File: config.mk
export PLATFORM = sky130hd
export DESIGN_NAME = ins_trace_buffer_flat
export DESIGN_NICKNAME = d
export VERILOG_FILES = /design/src/rtl/ins_trace_buffer_if.sv /design/src/rtl/ins_trace_buffer.sv /design/src/flat_wrapper.sv
export SDC_FILE = /design/constraint.sdc
export NUM_CORES = 1
export LEC_CHECK = 0
export CORE_AREA = 2 2 181 166
export CTS_BUF_LIST = sky130_fd_sc_hd__clkbuf_8 sky130_fd_sc_hd__clkbuf_16
export DETAILED_ROUTE_END_ITERATION = 8
export DIE_AREA = 0 0 183 168
export GPL_ROUTABILITY_DRIVEN = 0
export PLACE_DENSITY = 0.66
export SYNTH_ARGS = -nofsm -noshare
export SYNTH_HDL_FRONTEND = slang
export SYNTH_SLANG_ARGS = --single-unit
File: constraint.sdc
create_clock -name i_CLOCK -period 2.7 [get_ports i_CLOCK]
set_clock_uncertainty 0.2 [all_clocks]
set_input_delay 0.54 -clock i_CLOCK [delete_from_list [all_inputs] [get_ports i_CLOCK]]
set_output_delay 0.54 -clock i_CLOCK [all_outputs]
set_load 0.01 [all_outputs]
File: src/rtl/ins_trace_buffer_if.sv
// Readout port of the instruction trace buffer: oldest stored word with a valid/ready handshake.
interface ins_trace_buffer_if;
   logic [15:0] o_DATA;
   logic        o_VALID;
   logic        i_READY;

   modport master (output o_DATA, output o_VALID, input i_READY);
   modport slave  (input o_DATA, input o_VALID, output i_READY);
endinterface

File: src/rtl/ins_trace_buffer.sv
// Instruction trace buffer: arm/trigger capture of fetched words into a circular FIFO.
// Optional macro TRACE_TIMESTAMP_EN adds o_STAMP and a per-entry fetch-count stamp.
//
// state | meaning
// IDLE  | no capture, waiting for i_ARM
// ARMED | pre-trigger history; full FIFO discards oldest entry
// POST  | capturing POST_CNT words after the trigger; full FIFO drops new word
// DONE  | capture finished, waiting for i_ARM
module ins_trace_buffer #(
   parameter int DEPTH    = 16,
   parameter int AW       = 4,
   parameter int POST_CNT = 8
) (
   input  logic          i_CLOCK,
   input  logic          i_RESET_N,
   input  logic          i_CYCLEX,
   input  logic [15:0]   i_INS,
   input  logic          i_ARM,
   input  logic          i_STOP,
   input  logic          i_TRIG_EN,
   input  logic [15:0]   i_TRIG_INS,
   ins_trace_buffer_if.master trace,
   output logic [AW:0]   o_COUNT,
   output logic          o_OVF,
   output logic [1:0]    o_STATE
`ifdef TRACE_TIMESTAMP_EN
   ,
   output logic [15:0]   o_STAMP
`endif
);

   typedef enum logic [1:0] {
      S_IDLE  = 2'd0,
      S_ARMED = 2'd1,
      S_POST  = 2'd2,
      S_DONE  = 2'd3
   } state_t;

   localparam logic [AW:0] LP_DEPTH = (AW+1)'(DEPTH);
   localparam logic [7:0]  LP_POST  = 8'(POST_CNT);
   localparam logic [AW-1:0] LP_PTR_ONE = AW'(1);
   localparam logic [AW:0] LP_CNT_ONE = (AW+1)'(1);

   state_t          r_state;
   state_t          w_state_nx;
   logic            r_cyclex_q;
   logic [AW-1:0]   r_wr_ptr;
   logic [AW-1:0]   r_rd_ptr;
   logic [AW:0]     r_count;
   logic            r_ovf;
   logic [7:0]      r_post;
   logic [15:0]     r_mem [DEPTH];

   logic w_fetch;
   logic w_cap;
   logic w_full;
   logic w_rd;
   logic w_wr;
   logic w_evict;
   logic w_drop;
   logic w_inc;
   logic w_post_load;
   logic w_post_dec;
   logic w_ovf_clr;

   assign w_fetch = i_CYCLEX & ~r_cyclex_q;
   assign w_cap   = w_fetch & ((r_state == S_ARMED) | (r_state == S_POST));
   assign w_full  = (r_count == LP_DEPTH);
   assign w_rd    = (r_count != '0) & trace.i_READY;

   // A full ring in ARMED overwrites the oldest slot (wr_ptr == rd_ptr when full).
   assign w_evict = w_cap & w_full & ~w_rd & (r_state == S_ARMED);
   assign w_drop  = w_cap & w_full & ~w_rd & (r_state == S_POST);
   assign w_wr    = w_cap & ~w_drop;
   assign w_inc   = w_wr & ~w_evict;

   always_comb begin
      w_state_nx  = r_state;
      w_post_load = 1'b0;
      w_post_dec  = 1'b0;
      w_ovf_clr   = 1'b0;
      case (r_state)
         S_IDLE, S_DONE: begin
            if (i_ARM) begin
               w_state_nx = S_ARMED;
               w_ovf_clr  = 1'b1;
            end
         end
         S_ARMED: begin
            if (w_cap && i_TRIG_EN && (i_INS == i_TRIG_INS)) begin
               w_post_load = 1'b1;
               w_state_nx  = (LP_POST == 8'd0) ? S_DONE : S_POST;
            end
         end
         S_POST: begin
            if (w_cap) begin
               w_post_dec = 1'b1;
               if (r_post == 8'd1) w_state_nx = S_DONE;
            end
         end
         default: w_state_nx = S_IDLE;
      endcase
      if (i_STOP) begin
         w_state_nx = S_IDLE;
         w_ovf_clr  = 1'b0;
      end
   end

   always_ff @(posedge i_CLOCK or negedge i_RESET_N) begin
      if (!i_RESET_N) begin
         r_state    <= S_IDLE;
         r_cyclex_q <= 1'b0;
         r_wr_ptr   <= '0;
         r_rd_ptr   <= '0;
         r_count    <= '0;
         r_ovf      <= 1'b0;
         r_post     <= 8'd0;
      end else begin
         r_state    <= w_state_nx;
         r_cyclex_q <= i_CYCLEX;
         if (w_wr)            r_wr_ptr <= r_wr_ptr + LP_PTR_ONE;
         if (w_rd || w_evict) r_rd_ptr <= r_rd_ptr + LP_PTR_ONE;
         if (w_inc && !w_rd)      r_count <= r_count + LP_CNT_ONE;
         else if (!w_inc && w_rd) r_count <= r_count - LP_CNT_ONE;
         if (w_evict || w_drop) r_ovf <= 1'b1;
         else if (w_ovf_clr)    r_ovf <= 1'b0;
         if (w_post_load)     r_post <= LP_POST;
         else if (w_post_dec) r_post <= r_post - 8'd1;
      end
   end

   always_ff @(posedge i_CLOCK) begin
      if (w_wr) r_mem[r_wr_ptr] <= i_INS;
   end

   assign trace.o_DATA  = (r_count != '0) ? r_mem[r_rd_ptr] : 16'h0000;
   assign trace.o_VALID = (r_count != '0);
   assign o_COUNT       = r_count;
   assign o_OVF         = r_ovf;
   assign o_STATE       = r_state;

`ifdef TRACE_TIMESTAMP_EN
   logic [15:0] r_fetch_cnt;
   logic [15:0] r_stamp_mem [DEPTH];

   always_ff @(posedge i_CLOCK or negedge i_RESET_N) begin
      if (!i_RESET_N)   r_fetch_cnt <= 16'h0000;
      else if (w_fetch) r_fetch_cnt <= r_fetch_cnt + 16'h0001;
   end

   always_ff @(posedge i_CLOCK) begin
      if (w_wr) r_stamp_mem[r_wr_ptr] <= r_fetch_cnt;
   end

   assign o_STAMP = (r_count != '0) ? r_stamp_mem[r_rd_ptr] : 16'h0000;
`endif

endmodule

File: src/flat_wrapper.sv
// flat-port wrapper written by rule: the top's interface ports become plain ports
module ins_trace_buffer_flat 
#(
   parameter int DEPTH    = 16,
   parameter int AW       = 4,
   parameter int POST_CNT = 8
)
  (i_CLOCK, i_RESET_N, i_CYCLEX, i_INS, i_ARM, i_STOP, i_TRIG_EN, i_TRIG_INS, o_COUNT, o_OVF, o_STATE, trace_o_DATA, trace_o_VALID, trace_i_READY);
  ins_trace_buffer_if trace_i ();
  input  logic i_CLOCK;
  input  logic i_RESET_N;
  input  logic i_CYCLEX;
  input  logic [15:0] i_INS;
  input  logic i_ARM;
  input  logic i_STOP;
  input  logic i_TRIG_EN;
  input  logic [15:0] i_TRIG_INS;
  output logic [AW:0] o_COUNT;
  output logic o_OVF;
  output logic [1:0] o_STATE;
  output wire logic [$bits(trace_i.o_DATA)-1:0] trace_o_DATA;
  output wire logic [$bits(trace_i.o_VALID)-1:0] trace_o_VALID;
  input wire logic [$bits(trace_i.i_READY)-1:0] trace_i_READY;
  assign trace_o_DATA = trace_i.o_DATA;
  assign trace_o_VALID = trace_i.o_VALID;
  assign trace_i.i_READY = trace_i_READY;
  ins_trace_buffer #(.DEPTH(DEPTH), .AW(AW), .POST_CNT(POST_CNT)) u_core (.i_CLOCK(i_CLOCK), .i_RESET_N(i_RESET_N), .i_CYCLEX(i_CYCLEX), .i_INS(i_INS), .i_ARM(i_ARM), .i_STOP(i_STOP), .i_TRIG_EN(i_TRIG_EN), .i_TRIG_INS(i_TRIG_INS), .trace(trace_i), .o_COUNT(o_COUNT), .o_OVF(o_OVF), .o_STATE(o_STATE));
endmodule
---- Word-level counts from Yosys, hierarchy flattened ----
Memories as Yosys holds them, arrays and structs flattened.
Index checks and enable logic that the tools add are counted.
storage, ports and cells
  register bits after elaboration ......... 25
  RAM bits ................................ 256
  input bits .............................. 39
  output and inout bits ................... 25
  word-level logic and storage cells ...... 74
  memories kept ........................... 1
operators by class
  $add $sub $neg .......................... 5
  eq/ne operators ......................... 10
  mux-type cells .......................... 22
  bitwise operators ....................... 14
  reduce and logical (&&, ||, !) cells .... 15
memory list
  memory        depth  bits a word  rd ports  clocked after Yosys merged registers in  write ports  line                    source
  u_core.r_mem  16     16           1         0                                        1            ins_trace_buffer.sv:52  logic [15:0] r_mem [DEPTH];
operator list
  operator                                                             count
  16-bit == test                                                       1
  16-bit two-way mux                                                   1
  8-bit two-way mux                                                    2
  1-bit two-way mux                                                    11
  2-bit two-way mux                                                    5
  5-bit two-way mux                                                    2
  1-bit AND                                                            9
  3-bit != test (second input constant)                                3
  4-bit by 1-bit adder with 4-bit output (second input constant)       2
  8-bit by 1-bit == test with 1-bit output (second input constant)     1
  8-bit by 1-bit subtractor with 8-bit output (second input constant)  1
  2-bit one-hot mux with 3 select lines                                1
  2-bit nonzero test                                                   3
  5-bit by 1-bit adder with 5-bit output (second input constant)       1
  5-bit == test (second input constant)                                1
  5-bit nonzero test                                                   1
  5-bit by 1-bit subtractor with 5-bit output (second input constant)  1
  2-bit == test (second input constant)                                2
  1-bit logical AND                                                    4
  1-bit inverter                                                       4
  4-bit AND reduction                                                  1
  3-bit by 2-bit != test with 1-bit output (second input constant)     1
  2-bit by 1-bit == test with 1-bit output (second input constant)     1
  1-bit zero test                                                      2
  4 further kinds                                                      5

---- Logic depth before layout (Yosys ltp) ----
Gate-level depths: netlist (run 1).
  word-level depth ........................ 13
  gate-level depth with buffers ........... 13
  gate-level depth less buffers ........... 13

---- Least setup slack after synthesis (run 1) ----
No wires, ideal clock.
  kind .................................... flip-flop to flip-flop
  start point ............................. reg u_core.r_state[0] (netlist: u_core.o_STATE[0])
  end point ............................... reg u_core.r_count[4] (netlist: u_core.o_COUNT[4])
  library setup time ...................... 0.127 ns
  data arrival time ....................... 2.728 ns
  required time ........................... 2.373 ns
  setup slack ............................. -0.355 ns
  stages on the path, launching flop included .. 14
  buffers on the path ..................... 0
  clock period less this slack ............ 3.055 ns
  cells stage by stage .................... dfrtp_1 -> inv_1 -> ha_1 -> nor3b_1 -> o2111a_1 -> nor2_1 -> ha_1 -> inv_1 -> ha_1 -> a21o_1 -> a21oi_1 -> xnor2_1 -> nor2_1 -> xor2_1
on the way
  word-level cells in the longest chain between the ends .. 12
  elaborated cells between the ends (all ways) .. 17
  classes of those cells .................. eq/ne: 2; mux: 1; bitwise: 10; reduce/logical: 4
RTL lines
  element                                                                    line                                                                    source
  start, declared                                                            ins_trace_buffer.sv:44                                                  state_t r_state;
  start signal, assigned                                                     ins_trace_buffer.sv:119                                                 r_state <= w_state_nx;
  2-bit by 1-bit == test with 1-bit output or 2-bit == test (tied branches)  ins_trace_buffer.sv:67, ins_trace_buffer.sv:72, ins_trace_buffer.sv:73
  1-bit bitwise OR                                                           ins_trace_buffer.sv:67                                                  assign w_cap = w_fetch & ((r_state == S_ARMED) | (r_state == S_POST));
  1-bit AND                                                                  ins_trace_buffer.sv:67
  1-bit AND (2 in series)                                                    ins_trace_buffer.sv:72, ins_trace_buffer.sv:73
  1-bit AND                                                                  ins_trace_buffer.sv:73                                                  assign w_drop = w_cap & w_full & ~w_rd & (r_state == S_POST);
  1-bit inverter                                                             ins_trace_buffer.sv:74                                                  assign w_wr = w_cap & ~w_drop;
  1-bit AND                                                                  ins_trace_buffer.sv:74
  1-bit AND (*)                                                              ins_trace_buffer.sv:75                                                  assign w_inc = w_wr & ~w_evict;
  1-bit zero test                                                            ins_trace_buffer.sv:124                                                 else if (!w_inc && w_rd) r_count <= r_count - LP_CNT_ONE;
  1-bit logical AND                                                          ins_trace_buffer.sv:124
  2-bit nonzero test (no line)                                               --
  end signal, assigned                                                       ins_trace_buffer.sv:123                                                 if (w_inc && !w_rd) r_count <= r_count + LP_CNT_ONE;
  end signal, assigned                                                       ins_trace_buffer.sv:124
  end, declared                                                              ins_trace_buffer.sv:49                                                  logic [AW:0] r_count;
Mark *: on every way between the ends. The rest lies on a longest branch, timed or not.
A chain may end at the register's enable or synchronous reset.

---- Worst setup path after layout (run 1) ----
  start point ............................. reg u_core.r_rd_ptr[0]
  end point ............................... out trace_o_DATA[8]
on the way
  word-level cells in the longest chain between the ends .. 2
RTL lines
  element                 line                     source
  start, declared         ins_trace_buffer.sv:48   logic [AW-1:0] r_rd_ptr;
  start signal, assigned  ins_trace_buffer.sv:122  if (w_rd || w_evict) r_rd_ptr <= r_rd_ptr + LP_PTR_ONE;
  memory 16 x 16 bit      --
  16-bit two-way mux      ins_trace_buffer.sv:136  assign trace.o_DATA = (r_count != '0) ? r_mem[r_rd_ptr] : 16'h0000;
  end, declared           flat_wrapper.sv:21       output wire logic [$bits(trace_i.o_DATA)-1:0] trace_o_DATA;
No other way between the ends.

==> results of run 1 <==
## layout by cell type (no fill, tap or decap), types with 2 or more instances in the layout
| master | Yosys | routed |
|---|---|---|
| o21ai_0 | 3 | 2 |
| nor3b_1 | 4 | 3 |
| dfrtp_2 | 0 | 2 |
| a21oi_2 | 0 | 2 |
| clkbuf_16 | 0 | 28 |
| clkinv_2 | 0 | 8 |
| buf_2 | 5 | 2 |
| a21o_1 | 3 | 3 |
| ha_4 | 0 | 4 |
| xor2_1 | 4 | 4 |
| nor2_2 | 0 | 2 |
| and2_4 | 0 | 14 |
| nand4_1 | 6 | 6 |
| buf_4 | 0 | 84 |
| nand4b_1 | 2 | 2 |
| nand2b_1 | 3 | 3 |
| and2_1 | 32 | 8 |
| nand3b_1 | 2 | 2 |
| dfrtp_1 | 25 | 22 |
| nor4_1 | 2 | 2 |
| nor2b_1 | 2 | 2 |
| nand2_1 | 9 | 9 |
| nor2_1 | 13 | 11 |
| mux2_2 | 2 | 2 |
| buf_6 | 5 | 20 |
| mux4_2 | 80 | 80 |
| clkdlybuf4s50_1 | 0 | 46 |
| edfxtp_1 | 256 | 256 |
| buf_8 | 0 | 7 |
| inv_1 | 9 | 11 |
| clkinv_1 | 0 | 5 |
| buf_12 | 0 | 27 |
| nand3_1 | 3 | 3 |
| nor3_1 | 6 | 5 |
| and3_1 | 3 | 2 |
| and2_2 | 0 | 10 |
| a41oi_1 | 2 | 2 |
| bufinv_16 | 0 | 4 |
| xnor2_1 | 30 | 30 |
| ha_1 | 13 | 8 |
## through the flow
step                TNS [ns]    util
detailed placement    -82.09  0.4619
floorplan            -0.1272       -
CTS                   -10.40  0.5014
finish                -10.53  0.5083
global route          -11.81  0.5083
global placement      -78.88  0.4619
## worst max-delay path: cells and delay by family, from the launching register on
family,cells,cell delay (ns)
AND/OR/NAND/NOR,1,0.14
multiplexers,2,0.93
buffers and inverters,4,0.54
flip-flops,1,0.51
## where the power goes
part | internal (mW) | switching (mW) | total [mW]
combinational | 3.27 | 2.18 | 5.46
sequential | 5.01 | 0.215 | 5.23
clock | 2.26 | 1.58 | 3.84
## state kept, by name, summed over array words and instances (netlist names)
register           cells
u_core.r_mem         256
u_core.r_post          8
u_core.o_COUNT         5
u_core.r_rd_ptr        4
u_core.r_wr_ptr        4
u_core.o_STATE         2
u_core.o_OVF           1
u_core.r_cyclex_q      1
## Yosys cell counts
master / n / area share
nor3_1: 6 / 0.0026
mux4_2: 80 / 0.16
a41oi_1: 2 / 0.0015
o21ai_0: 3 / 0.0013
or3b_2: 1 / 0.00077
fa_1: 1 / 0.0018
a21oi_1: 3 / 0.0013
and3_1: 3 / 0.0016
buf_2: 5 / 0.0022
mux2_2: 2 / 0.0020
buf_1: 1 / 0.00033
nor4_1: 2 / 0.0011
clkbuf_1: 10 / 0.0033
nand4b_1: 2 / 0.0015
nand2_1: 9 / 0.0030
a31oi_1: 1 / 0.00055
nand3_1: 3 / 0.0013
edfxtp_1: 256 / 0.67
nand3b_1: 2 / 0.0013
nor2_1: 13 / 0.0043
nor2b_1: 2 / 0.0011
xnor2_1: 30 / 0.023
o21bai_1: 1 / 0.00066
nand4_1: 6 / 0.0033
a311o_1: 1 / 0.00088
inv_1: 9 / 0.0030
buf_6: 5 / 0.0049
o21a_1: 1 / 0.00066
ha_1: 13 / 0.014
xor2_1: 4 / 0.0031
and2_1: 32 / 0.018
o2111a_1: 1 / 0.00099
nor4_2: 1 / 0.0011
nor3b_1: 4 / 0.0026
nand2b_1: 3 / 0.0016
or4_1: 1 / 0.00066
dfrtp_1: 25 / 0.055
a21o_1: 3 / 0.0020
## cells by family (layout without fill, tap and decap cells)
group	count (synthesis)	count (layout)
flip-flops	281	281
AND/OR/NAND/NOR	90	90
multiplexers	82	82
XOR/XNOR	34	34
buffers and inverters	30	247
AO/OA/AOI/OAI	16	16
adder cells (fa/ha/maj)	14	14
## final cells by class
class                   count  area (um2)
flip-flops and latches    281        8319
clock buffers              28       700.7
multi-input cells         236        3084
clock inverters            23       219.0
inverters                   9       36.28
well taps                 372       465.4
repair buffers            187        1981
fillers                  2294       14320
## per-layer routing
| layer | wire [um] | global-route usage | up-vias |
|---|---|---|---|
| met5 | 0 | 0 | - |
| met4 | 501 | 0.04209 | 0 |
| met3 | 1504 | 0.02444 | 41 |
| met2 | 13170 | 0.2903 | 169 |
| met1 | 10740 | 0.2332 | 3100 |
| li1 | - | - | 2623 |
## worst paths after layout
kind,from,to
min in group i_CLOCK,u_core.o_OVF,u_core.o_OVF
min reg2reg,u_core.o_OVF,u_core.o_OVF
min,i_RESET_N,u_core.r_wr_ptr[1]
max,u_core.r_rd_ptr[0],trace_o_DATA[8]
max reg2reg,u_core.o_STATE[0],u_core.o_COUNT[4]
max in group asynchronous,i_RESET_N,u_core.r_rd_ptr[0]
## repair_timing
action	4_1_cts	5_1_grt
setup buffers	12	12
endpoints found under the setup margin	110	21
pin swaps	14	10
gates resized for setup	112	24
cloned	1	0
==> impl_metrics.ini, run 1 <==
[power_and_ir_drop]
p_total_mw = 14.53
power_density_nw_per_um2 = 981.3
power.static_leakage_nw = 5.123
vdd_drop_max_mv = 0.5226

[clock_tree]
cts_sinks = 281
clk_pin_slew_ns = 0.06
h-tree-depth = 1
cts.root.buffer_cell = clkbuf_16
cts_hold_buf = 0
numCtsBuffers = 28
cts_buffer_depth = 3
cts_tree = built
clkLatencyLatePin_ns = 0.55

[sta]
postLayoutSetupSlackWorst_ns = -0.6974
setup-violations-final = 17
rsz0062_at_grt = yes
holdWs_ns = 0.1674
fin_crit_sh = 1.258
period_needed_ns = 3.397
slew_violations = 0
hold_violations = 0
tightest_slew_ns = 0.4341
fmax_mhz = 294.3
slew_headroom = 0.7085

[critical_path]
slowest_delay_ns = 0.51
crit_chain = buf_8 > buf_12 > buf_8 > mux4_2 > mux4_2 > and2_1 > buf_2
cp-start-kind = flip-flop
worstPathRequired_ns = 1.96
endpoint_kind = output port
rrSetupSlack_ns = -0.08
cp_data_arrival_time_ns = 2.66
reg2reg_depth = 12
worstSetupPathType = reg2out
cpMaxStageDelayCell = dfrtp_4
path_max_fanout = 5

[status]
outcome = finished with violations
violations = negative setup slack

[cells_and_area]
finalInstanceArea_um2 = 14810
instances_no_fill = 1136
layout.nets = 796
drive_gt1_frac = 0.4031
diodes = 0
synthToLayoutAreaGrowth_pct = 29.80

[drt]
post_drt_wl_per_cell_um = 22.81
wl_mm = 25.91
drc_errors = 0
drtAntennaViolNets = 0
avgViaCountPerCell = 5.223
via_count = 5933
drtIter0Drc = 454
dr.pass1.iters = 4

[placed_design]
numPortBuffers = 63
place_ws_ns = -0.5344
post-dp-hpwl_mm = 16.82
dpl_cell_area_um2 = 13460
place_inst = 1061

[floorplan]
initial_core_util = 0.3916
io_pins = 64
die_w_um = 183
dieArea_um2 = 30740
fp.coreArea_um2 = 29130
die_h_um = 168
placementRows = 60

[synth]
synth_xor_area_frac = 0.02611
synth_compound_area_frac = 0.009873
synthDistinctLibCells = 38
avgSynthCellArea_um2 = 20.85
synthMuxAreaShare = 0.1599
yosysWarnings = 0
synth_simple_gate_area_share = 0.04552
netlist_instances = 547
synthAdderAreaFrac = 0.01602
netlist_area_um2 = 11410
syn_nets = 600
synth_top_family_by_area = multiplexers
yosysSeqAreaShare = 0.7288
synth_seq_cells = 281

[flow_run]
maxCapViolCount = 0

[global_route]
grt_antenna_before_repair = 0
grt-ovfl-total = 0
grt_pass1_vias = 6268
grt_max_degree = 36
grt_pass1_wl_mm = 38.79
grtUsageTotal = 0.1705

[worst_hold_path]
hold_class = in2async
Power figures use the tool's default switching activity.
==> run 2, diff against run 1 <==
--- a/config.mk
+++ b/config.mk
@@ -5,12 +5,15 @@
 export SDC_FILE = /design/constraint.sdc
 export NUM_CORES = 1
 export LEC_CHECK = 0
+export CELL_PAD_IN_SITES_DETAIL_PLACEMENT = 1
+export CELL_PAD_IN_SITES_GLOBAL_PLACEMENT = 1
 export CORE_AREA = 2 2 181 166
 export CTS_BUF_LIST = sky130_fd_sc_hd__clkbuf_8 sky130_fd_sc_hd__clkbuf_16
 export DETAILED_ROUTE_END_ITERATION = 8
 export DIE_AREA = 0 0 183 168
 export GPL_ROUTABILITY_DRIVEN = 0
-export PLACE_DENSITY = 0.66
+export PLACE_DENSITY = 0.72
+export SLEW_MARGIN = 10
 export SYNTH_ARGS = -nofsm -noshare
 export SYNTH_HDL_FRONTEND = slang
 export SYNTH_SLANG_ARGS = --single-unit
==> impl_metrics.ini, run 2 (synthesis gave the netlist of run 1 again) <==
[sta]
period_needed_ns = 3.436
tightest_slew_ns = 0.3578
rsz0062_at_grt = yes
postLayoutSetupSlackWorst_ns = -0.7364
fmax_mhz = 291.0
setup-violations-final = 18
hold_violations = 0
fin_crit_sh = 1.273
slew_violations = 0
slew_headroom = 0.7596

[power_and_ir_drop]
vdd_drop_max_mv = 0.5768
p_total_mw = 15.14
power_density_nw_per_um2 = 1002
power.static_leakage_nw = 5.267

[floorplan]
die_h_um = 168
io_pins = 64
placementRows = 60
die_w_um = 183
dieArea_um2 = 30740
initial_core_util = 0.3916
fp.coreArea_um2 = 29130

[cells_and_area]
num-fill-cells = 2624
top_register = u_core.r_mem
drive_gt1_frac = 0.4078
largest_register_ffs = 256
layout_common_cells = 256 x edfxtp_1, 80 x mux4_2, 73 x buf_4
synthToLayoutAreaGrowth_pct = 32.42
diodes = 0
final_common_cell = edfxtp_1
finalInstanceArea_um2 = 15100
instances_no_fill = 1142
layout.nets = 802

[global_route]
grt_antenna_before_repair = 0
grtUsageTotal = 0.2007
grt-ovfl-total = 0
grt_max_degree = 31
grt_pass1_wl_mm = 44.46
grt_pass1_vias = 6815

[drt]
dr.pass1.iters = 4
avgViaCountPerCell = 5.436
via_count = 6208
post_drt_wl_per_cell_um = 26.80
drc_errors = 0
drtAntennaViolNets = 0
drtIter0Drc = 535
wl_mm = 30.61

[critical_path]
cp-start-kind = flip-flop
endpoint_kind = output port
cpMaxStageDelayCell = dfrtp_4
path_max_fanout = 6
worstSetupPathType = reg2out
crit_chain = buf_12 > buf_12 > buf_16 > mux4_2 > mux4_2 > and2_4 > buf_2
worstPathRequired_ns = 1.96
cp_data_arrival_time_ns = 2.70
slowest_delay_ns = 0.52

[worst_hold_path]
hold_class = in2async

[placed_design]
place_ws_ns = -0.5175
dpl_cell_area_um2 = 13490
post-dp-hpwl_mm = 18.67
place_inst = 1061
numPortBuffers = 63

[clock_tree]
h-tree-depth = 1
numCtsBuffers = 29
cts_tree = built
cts_buffer_depth = 3
clk_pin_slew_ns = 0.06
cts_sinks = 281
clkLatencyLatePin_ns = 0.55
cts_hold_buf = 0
cts.root.buffer_cell = clkbuf_16

[flow_run]
maxCapViolCount = 0

[status]
outcome = finished with violations
violations = negative setup slack
## run 2: changes by cell type in the layout (fill, tap and decap cells not counted), moves of 2 or more
cell and delta:
clkinv_2 -5, clkbuf_16 +2, buf_2 +2, buf_8 -5, buf_6 +8, inv_1 +2
buf_4 -11, buf_16 +4, buf_12 +5, clkinv_1 +3, bufbuf_16 +2
## run 2: routing by layer
metal / vias up / share of wire / GRT usage
met5: - / 0 / 0
met4: 0 / 0.033 / 0.07096
met3: 58 / 0.048 / 0.02747
met2: 204 / 0.53 / 0.3598
met1: 3311 / 0.39 / 0.2498
li1: 2635 / - / -
## run 2: metrics by stage
stage	util	setup TNS [ns]	hold WS, ns
CTS	0.5148	-11.40	0.1701
global placement	0.4632	-55.56	0.2606
finish	0.5185	-10.70	0.1651
floorplan	-	-0.1272	0.04441
global route	0.5185	-12.44	0.1892
detailed placement	0.4632	-65.86	0.2793
## run 2: area by class of cell
cell class | instances | area [um2] | share of cell area
timing repair buffer | 192 | 2215 | 0.1466
inverter | 9 | 38.79 | 0.002568
sequential | 281 | 8319 | 0.5508
tap | 372 | 465.4 | 0.03082
multi-input combinational | 236 | 3113 | 0.2061
clock buffer | 29 | 725.7 | 0.04805
clock inverter | 23 | 226.5 | 0.01499
## run 2: critical path: cells and delay by family, from the launching register on
family / cells / cell delay (ns)
flip-flops: 1 / 0.52
AND/OR/NAND/NOR: 1 / 0.15
multiplexers: 2 / 0.89
buffers and inverters: 4 / 0.58
## run 2: final timing paths
kind / startpoint / end / slack, ns / cells past startpoint
worst max-delay path: u_core.r_rd_ptr[0] / trace_o_DATA[8] / -0.74 / 7
worst min-delay path: i_RESET_N / u_core.o_COUNT[1] / 0.17 / 2
worst max register to register: u_core.o_COUNT[1] / u_core.o_COUNT[4] / -0.04 / 13
worst min register to register: u_core.o_OVF / u_core.o_OVF / 0.32 / 1
max in group asynchronous: i_RESET_N / u_core.r_rd_ptr[0] / 1.84 / 2
min in group i_CLOCK: u_core.o_OVF / u_core.o_OVF / 0.32 / 1
## run 2: where the power goes
part	total (mW)	switching, mW	internal (mW)
registers	5.25	0.233	5.01
clock network	4.02	1.61	2.41
logic	5.87	2.39	3.48
total	15.1	4.23	10.9
## run 2: what timing repair did
item                                    4_1_cts  5_1_grt
pin swaps                                    30       19
gates cloned                                  7        1
endpoints found under the hold margin         0        0
gates resized for setup                     122       32
setup buffers                                20        9
endpoints found under the setup margin       35      126
==> run 3, diff against run 2 <==
--- a/config.mk
+++ b/config.mk
@@ -9,10 +9,12 @@
 export CELL_PAD_IN_SITES_GLOBAL_PLACEMENT = 1
 export CORE_AREA = 2 2 181 166
 export CTS_BUF_LIST = sky130_fd_sc_hd__clkbuf_8 sky130_fd_sc_hd__clkbuf_16
+export CTS_CLUSTER_SIZE = 25
 export DETAILED_ROUTE_END_ITERATION = 8
 export DIE_AREA = 0 0 183 168
 export GPL_ROUTABILITY_DRIVEN = 0
-export PLACE_DENSITY = 0.72
+export PLACE_DENSITY = 0.7
+export RECOVER_POWER = 100
 export SLEW_MARGIN = 10
 export SYNTH_ARGS = -nofsm -noshare
 export SYNTH_HDL_FRONTEND = slang
==> constraint.sdc (replaced) <==
create_clock -name i_CLOCK -period 4.3 [get_ports i_CLOCK]
set_clock_uncertainty 0.2 [all_clocks]
set_input_delay 0.86 -clock i_CLOCK [delete_from_list [all_inputs] [get_ports i_CLOCK]]
set_output_delay 0.86 -clock i_CLOCK [all_outputs]
set_load 0.01 [all_outputs]
==> impl_metrics.ini, run 3 (synthesis gave the netlist of run 1 again) <==
[critical_path]
worstPathRequired_ns = 3.24
cp_data_arrival_time_ns = 3.11
crit_path_start = u_core.r_rd_ptr[0]
reg2reg_depth = 8
endpoint_kind = output port
worstSetupPathType = reg2out
cp-endpoint = trace_o_DATA[11]
r2r-end = u_core.r_mem[1][12]
cp-start-kind = flip-flop
path_max_fanout = 22
r2r_start = u_core.o_STATE[0]
rrSetupSlack_ns = 0.54

[power_and_ir_drop]
vdd_drop_max_mv = 0.3958
power.static_leakage_nw = 4.382
pwr-share-clk = 0.283
power_switching_mw = 2.351
power_density_nw_per_um2 = 614.2
seqPwrFrac = 0.398
swShare = 0.2834
internal_power_mw = 5.946
combPwrFrac = 0.319
p_total_mw = 8.297

[clock_tree]
cts_hold_buf = 0
cts_buffer_depth = 3
h-tree-depth = 1
clkLatencyLatePin_ns = 0.55
cts_resized = 0
cts_setup_buffers = 1
cts_tree = built
numCtsBuffers = 29
clk_pin_slew_ns = 0.06
cts_sinks = 281
cts.root.buffer_cell = clkbuf_16

[drt]
drtIter0Drc = 534
drtAntennaViolNets = 0
dr.pass1.iters = 5
avgViaCountPerCell = 5.520
wl_mm = 26.87
drc_errors = 0
post_drt_wl_per_cell_um = 25.47
via_count = 5824

[global_route]
grt_max_degree = 68
grt_pass1_vias = 6344
grt_antenna_before_repair = 0
grt_pass1_wl_mm = 40.67
grtUsageTotal = 0.1797
grt-ovfl-total = 0

[floorplan]
placementRows = 60
die_h_um = 168
die_w_um = 183
dieArea_um2 = 30740
initial_core_util = 0.3916
fp.coreArea_um2 = 29130
io_pins = 64

[sta]
slew_violations = 34
tightest_slew_ns = 1.581
period_needed_ns = 4.165
fin_crit_sh = 0.9687
slew_headroom = -0.05410
postLayoutSetupSlackWorst_ns = 0.1347
setup-violations-final = 0
holdWs_ns = 0.2757
tns_ns = 0
fmax_mhz = 240.1
rsz0062_at_grt = no
hold_violations = 0

[worst_hold_path]
hold_class = reg2reg
worstHoldStart = u_core.o_OVF
hold_depth = 1

[status]
outcome = finished with violations
violations = max-capacitance violations, max-slew violations

[placed_design]
place_ws_ns = 0.4685
post-dp-hpwl_mm = 16.43
place_inst = 1002
numPortBuffers = 63

[cells_and_area]
drive_gt1_frac = 0.2006
synthToLayoutAreaGrowth_pct = 18.43
diodes = 0
layout_common_cells = 256 x edfxtp_1, 80 x mux4_2, 36 x clkdlybuf4s50_1
instances_no_fill = 1055
top_register = u_core.r_mem
layout.nets = 715
largest_register_ffs = 256
final_common_cell = edfxtp_1

[flow_run]
maxCapViolCount = 2
==> run 3: cell count changes in the layout (fill, tap and decap cells not counted), sizes merged, moves of 2 or more <==
cell	previous run	this run
buf	143	9
bufbuf	2	0
bufinv	5	2
clkbuf	30	62
clkdlybuf4s50	46	36
dlygate4sd3	0	27
==> run 3: critical path, cell delays in order, from the launching register on <==
cell             delay (ns)
dfrtp_4                0.59
buf_12                 0.25
mux4_2                 0.54
mux4_2                 0.47
and2_0                 0.18
clkdlybuf4s50_1        0.49
==> run 3: area by class of cell <==
class,instances,area (um2)
clock buffer,29,725.7
clock inverter,23,160.2
fill,2709,15620
inverter,9,33.78
multi-input combinational,236,2937
sequential,281,8318
tap,372,465.4
timing repair buffer,105,868.3
==> run 3: stage by stage <==
step	cell area (um2)	util
2_1_floorplan	11410	-
3_3_place_gp	12730	0.4370
3_5_place_dp	12730	0.4370
4_1_cts	13630	0.4678
5_1_grt	13510	0.4637
6_report	13510	0.4637
==> run 3: worst min path at each step <==
| stage | slack (ns) | to |
|---|---|---|
| floorplan | 0.30 | u_core.r_wr_ptr[3] |
| global placement | 0.27 | u_core.o_OVF |
| detailed placement | 0.27 | u_core.o_OVF |
| CTS | 0.28 | u_core.o_OVF |
| global route | 0.31 | u_core.o_OVF |
| finish | 0.28 | u_core.o_OVF |
==> run 3: routing by layer <==
layer  up-vias  routed length (um)  track usage
met5         -                   0            0
met4         0                 876      0.06365
met3        65                1416      0.02509
met2       176               13580       0.3068
met1      3132               11000       0.2372
li1       2451                   -            -
==> run 3: power by group through the flow <==
stage,combinational [mW],clock [mW],sequential [mW]
finish,2.65,2.35,3.30
global route,2.86,2.50,3.32
CTS,2.73,2.40,3.30
detailed placement,2.68,0,3.38
global placement,2.62,0,3.37
floorplan,1.76,0,3.30
